$ cat src/rtl/one_six_bit_pkg.sv
// one_six_bit_pkg: shared widths, group propagate/generate pair type and its 4-bit reduction
package one_six_bit_pkg;
  localparam int DEFAULT_WIDTH = 16;
  localparam int GROUP_W = 4;
  typedef struct packed {
    logic p;
    logic g;
  } pg_t;
  function automatic pg_t group_pg(input logic [GROUP_W-1:0] p, input logic [GROUP_W-1:0] g);
    group_pg.p = &p;
    group_pg.g = g[3] | (p[3] & g[2]) | (p[3] & p[2] & g[1]) | (p[3] & p[2] & p[1] & g[0]);
  endfunction
endpackage

$ cat src/rtl/one_six_bit_cla4.sv
// cla4: 4-bit lookahead slice (a,b,ci -> s, group propagate gp, group generate gg)
module cla4
  import one_six_bit_pkg::*;
(
  input  logic [GROUP_W-1:0] a,
  input  logic [GROUP_W-1:0] b,
  input  logic               ci,
  output logic [GROUP_W-1:0] s,
  output logic               gp,
  output logic               gg
);
  logic [GROUP_W-1:0] g, p, c;
  pg_t pg;
  assign g = a & b;
  assign p = a ^ b;
  assign c[0] = ci;
  assign c[1] = g[0] | (p[0] & ci);
  assign c[2] = g[1] | (p[1] & g[0]) | (p[1] & p[0] & ci);
  assign c[3] = g[2] | (p[2] & g[1]) | (p[2] & p[1] & g[0]) | (p[2] & p[1] & p[0] & ci);
  assign s = p ^ c;
  assign pg = group_pg(p, g);
  assign gp = pg.p;
  assign gg = pg.g;
endmodule

$ cat src/rtl/one_six_bit.sv
// one_six_bit: registered two-level carry-lookahead adder (clk,rst,in_valid,a,b,cin -> sum,cout,out_valid; ovf when ONE_SIX_BIT_OVF_EN is defined)
module one_six_bit
  import one_six_bit_pkg::*;
#(
  parameter int WIDTH = DEFAULT_WIDTH
) (
  input  logic             clk,
  input  logic             rst,
  input  logic             in_valid,
  input  logic [WIDTH-1:0] a,
  input  logic [WIDTH-1:0] b,
  input  logic             cin,
  output logic [WIDTH-1:0] sum,
  output logic             cout,
  output logic             out_valid
`ifdef ONE_SIX_BIT_OVF_EN
  ,
  output logic             ovf
`endif
);
  localparam int N = WIDTH / GROUP_W;
  logic [N-1:0] gp, gg;
  logic [N:0] cg;
  logic [WIDTH-1:0] s;
  logic term, acc;
  genvar i;
  generate
    for (i = 0; i < N; i++) begin : g_slice
      cla4 u_cla4 (
        .a (a[GROUP_W*i +: GROUP_W]),
        .b (b[GROUP_W*i +: GROUP_W]),
        .ci(cg[i]),
        .s (s[GROUP_W*i +: GROUP_W]),
        .gp(gp[i]),
        .gg(gg[i])
      );
    end
  endgenerate
  // each group carry is a flat sum of products over all lower groups and cin
  always_comb begin
    cg = '0;
    term = 1'b0;
    acc = 1'b0;
    cg[0] = cin;
    for (int k = 0; k < N; k++) begin
      term = cin;
      for (int m = 0; m <= k; m++) term = term & gp[m];
      acc = term;
      for (int j = 0; j <= k; j++) begin
        term = gg[j];
        for (int m = j + 1; m <= k; m++) term = term & gp[m];
        acc = acc | term;
      end
      cg[k+1] = acc;
    end
  end
  always_ff @(posedge clk) begin
    if (rst) begin
      sum <= '0;
      cout <= 1'b0;
      out_valid <= 1'b0;
    end else begin
      out_valid <= in_valid;
      sum <= in_valid ? s : sum;
      cout <= in_valid ? cg[N] : cout;
    end
  end
`ifdef ONE_SIX_BIT_OVF_EN
  // carry into the msb recovered as s^p there
  always_ff @(posedge clk) begin
    if (rst) ovf <= 1'b0;
    else ovf <= in_valid ? (cg[N] ^ (s[WIDTH-1] ^ a[WIDTH-1] ^ b[WIDTH-1])) : ovf;
  end
`endif
endmodule

$ cat config.mk
export PLATFORM = sky130hd
export DESIGN_NAME = one_six_bit
export DESIGN_NICKNAME = d
export VERILOG_FILES = /design/src/rtl/one_six_bit_pkg.sv /design/src/rtl/one_six_bit_cla4.sv /design/src/rtl/one_six_bit.sv
export SDC_FILE = /design/constraint.sdc
export NUM_CORES = 1
export LEC_CHECK = 0
export ABC_AREA = 1
export BUFFER_PORTS_ARGS = -buffer_cell sky130_fd_sc_hd__buf_2
export CORE_ASPECT_RATIO = 1.25
export CORE_MARGIN = 4
export CORE_UTILIZATION = 44
export DETAILED_ROUTE_END_ITERATION = 8
export PLACE_DENSITY = 0.77
export SYNTH_ARGS = -nofsm -noshare
export SYNTH_HDL_FRONTEND = slang
export SYNTH_SLANG_ARGS = --single-unit
export TNS_END_PERCENT = 10
$ cat constraint.sdc
create_clock -name clk -period 2.2 [get_ports clk]
set_clock_uncertainty 0.15 [all_clocks]
set_input_delay 0.33 -clock clk [delete_from_list [all_inputs] [get_ports clk]]
set_output_delay 0.33 -clock clk [all_outputs]
set_load 0.02 [all_outputs]
==> qor.csv <==
metric;value;unit
Syn Area/Cell;7.204;sq um
Netlist cell types;25;
Synth Cell Area;0.001426;sq mm
# rows;22;
DR vias;1478;
CTS resizes;0;
post-DP HPWL;2.822;mm
hold depth;2;
register area share after synthesis;0.2526;
top_reg_cell synth;dfxtp_1;
Yosys top cell area share;0.2526;
VDD IR-drop max;290.0;uV
min cycle time layout;2.067;ns
area taken by multi-input logic gates;934.6;sq um
# nets final;324;
fin area;0.001874;sq mm
Die Ht;71.66;um
Final Cycle Share;0.9397;
Max clock buf depth;2;
post-DR vias/cell;4.878;
Comb pwr share;0.412;
FF-to-FF Start;sum[5];
CP Launch Type;input port;
Root Buffer;clkbuf_4;
sw frac;0.3470;
worst slew pin tran;0.3546;ns
Final Util;0.6190;
post-synthesis register bit count;18;
H-tree depth;1;
number of diodes;0;
fillers;290;
PwrDens;518.2;mW/mm^2
Num CTS Buffers;3;
Core Area;0.003028;sq mm
TritonCTS clock tree;yes;
CP Data Required Time;2.24;ns
die area;0.004222;sq mm
IO Port Bufs;53;
Synth Warn #;0;
gr ovfl total;0;
drt wl/cell;10.85;um
cell count after synthesis;198;
vias in the first global route;1309;
clk slew on worst S/H paths;0.10;ns
Reg area;360.3;sq um
internal cell power;0.0006343;W
Hold Crit Class;input port to flip-flop;
endpoints failing setup;0;
Clock Power Share;0.206;
Sequential Power Share;0.382;
status;complete, no violations;
Worst slew margin;0.7633;
Setup Crit Path Kind;input port to flip-flop;
post-place setup slack;-0.1667;ns
dominant cell type by area after synthesis;dfxtp_1;
Max Fanout on Critical Path;4;
initial antenna violation count;0;
P_sw;0.0003370;W
EDFF count, synth;0;
reg2reg end;sum[5];
Syn Nets;254;
clk_lat worst skew;0.28;ns
DIE WIDTH;58.93;um
Slew Viols, Final;0;
fraction of layout cells with a size suffix above 1;0.3408;
DRC viols;0;
largest net degree at the start of global routing;25;
Clock Sinks;18;
DP Area;0.001838;sq mm
Hold Worst Slack;0.2122;ns
Synth async-reset ratio;0;
Initial DRC Count;27;
top-count cell post-synth;nor2_1;
final estimated routing congestion in global placement;0.8420;
DR pass1 iterations;4;
upper clock frequency limit;483.7;MHz
GRT Util Overall;0.1559;
final hold violations;0;
Starting Density;0.4711;
Final ANT Viol Nets;0;
Leak;1.068;nW
hold path startpoint;rst;
RSZ-0062 raised after global routing;no;
total setup buffers inserted after CTS;0;
WL final;3.288;mm
wire length of the first global-routing pass;5.230;mm
Arr. time, crit path;2.11;ns
setup TNS;0;ns
r2r setup slk;1.36;ns
end of the worst hold path;out_valid;
Synth area leaders;dfxtp_1, ha_1, nor2_1;
CTS Hold Buffers Added;0;
IO Count;54;
Max Cap Viol;0;
CP endpoint kind;flip-flop;
R2R cell count;4;
Area growth, synth to finish;31.40;%
Setup WS post-layout;0.1326;ns
list of most frequent post-synthesis cells;nor2_1, inv_1, nand2_1, dfxtp_1, o21ai_0;
==> logic make-up after synthesis <==
logic type | share of synthesized area
flops | 0.2526
simple gates | 0.2947
buf+inv | 0.09210
xor+xnor | 0.04298
compound gates | 0.1211
fa+ha+maj | 0.1965
==> per-stage QoR <==
stage	std cells	total power (W)
5_1_grt	303	0.001041
6_report	303	0.0009713
3_3_place_gp	299	0.0007692
3_5_place_dp	299	0.0007807
4_1_cts	303	0.0009820
2_1_floorplan	198	0.0006351
==> routing by layer <==
metal,up-vias,global-route usage,share of wire
met3,4,0.01622,0.061
li1,775,-,-
met4,0,0.06045,0.012
met5,-,0,0
met1,660,0.1801,0.41
met2,39,0.2850,0.52
==> worst max path at each step <==
stage,start,end,depth (start not counted)
floorplan,a[3],sum[9],11
global placement,a[3],sum[9],12
detailed placement,a[3],sum[9],12
CTS,a[3],sum[9],12
global route,a[3],sum[9],12
finish,a[3],sum[9],12
==> registers in the layout, indices dropped and copies added (netlist names) <==
register and flops:
cout 1, sum 16, out_valid 1
==> worst max-delay path: stages <==
cell,delay [ns]
buf_2,0.10
ha_1,0.33
nand2_1,0.09
nand2_1,0.06
nor2_2,0.13
nand3_2,0.13
nand2_2,0.09
nand3_2,0.10
fa_1,0.39
xor2_1,0.17
o21ai_0,0.14
inv_1,0.05
==> cell type report <==
cell class              count  area share
multi-input cells         147      0.4987
repair buffers             70      0.2096
flip-flops and latches     18      0.1923
inverters                  28     0.05607
well taps                  36     0.02403
clock buffers               4     0.01936
==> power by group through the flow <==
stage          registers [W]  logic, W  clock network (W)
2_1_floorplan       0.000418  0.000218                  0
3_3_place_gp        0.000378  0.000392                  0
3_5_place_dp        0.000379  0.000402                  0
4_1_cts             0.000372  0.000404           0.000207
5_1_grt             0.000375  0.000451           0.000215
6_report            0.000371  0.000400           0.000200
==> placed cells by master, fill, tap and decap left out <==
cell type	synthesis	final
buf_2	0	53
nor2_2	4	4
nor2_1	32	32
and3_1	2	2
clkbuf_8	0	1
xnor2_1	3	3
a21boi_1	1	1
nand3_1	10	10
clkbuf_4	0	3
nand2_1	23	23
a21o_1	2	2
nand3_2	2	2
a21oi_1	10	10
a31oi_1	1	1
xor2_1	4	4
ha_1	16	16
nand4_2	1	1
nor2_4	1	1
dfxtp_1	18	18
nand4_1	4	4
a21oi_2	1	1
nor3b_1	1	1
inv_1	28	28
fa_1	4	4
buf_4	0	17
o21ai_0	17	17
nand2_2	8	8
Note: power is estimated with default switching activity, not from simulation.
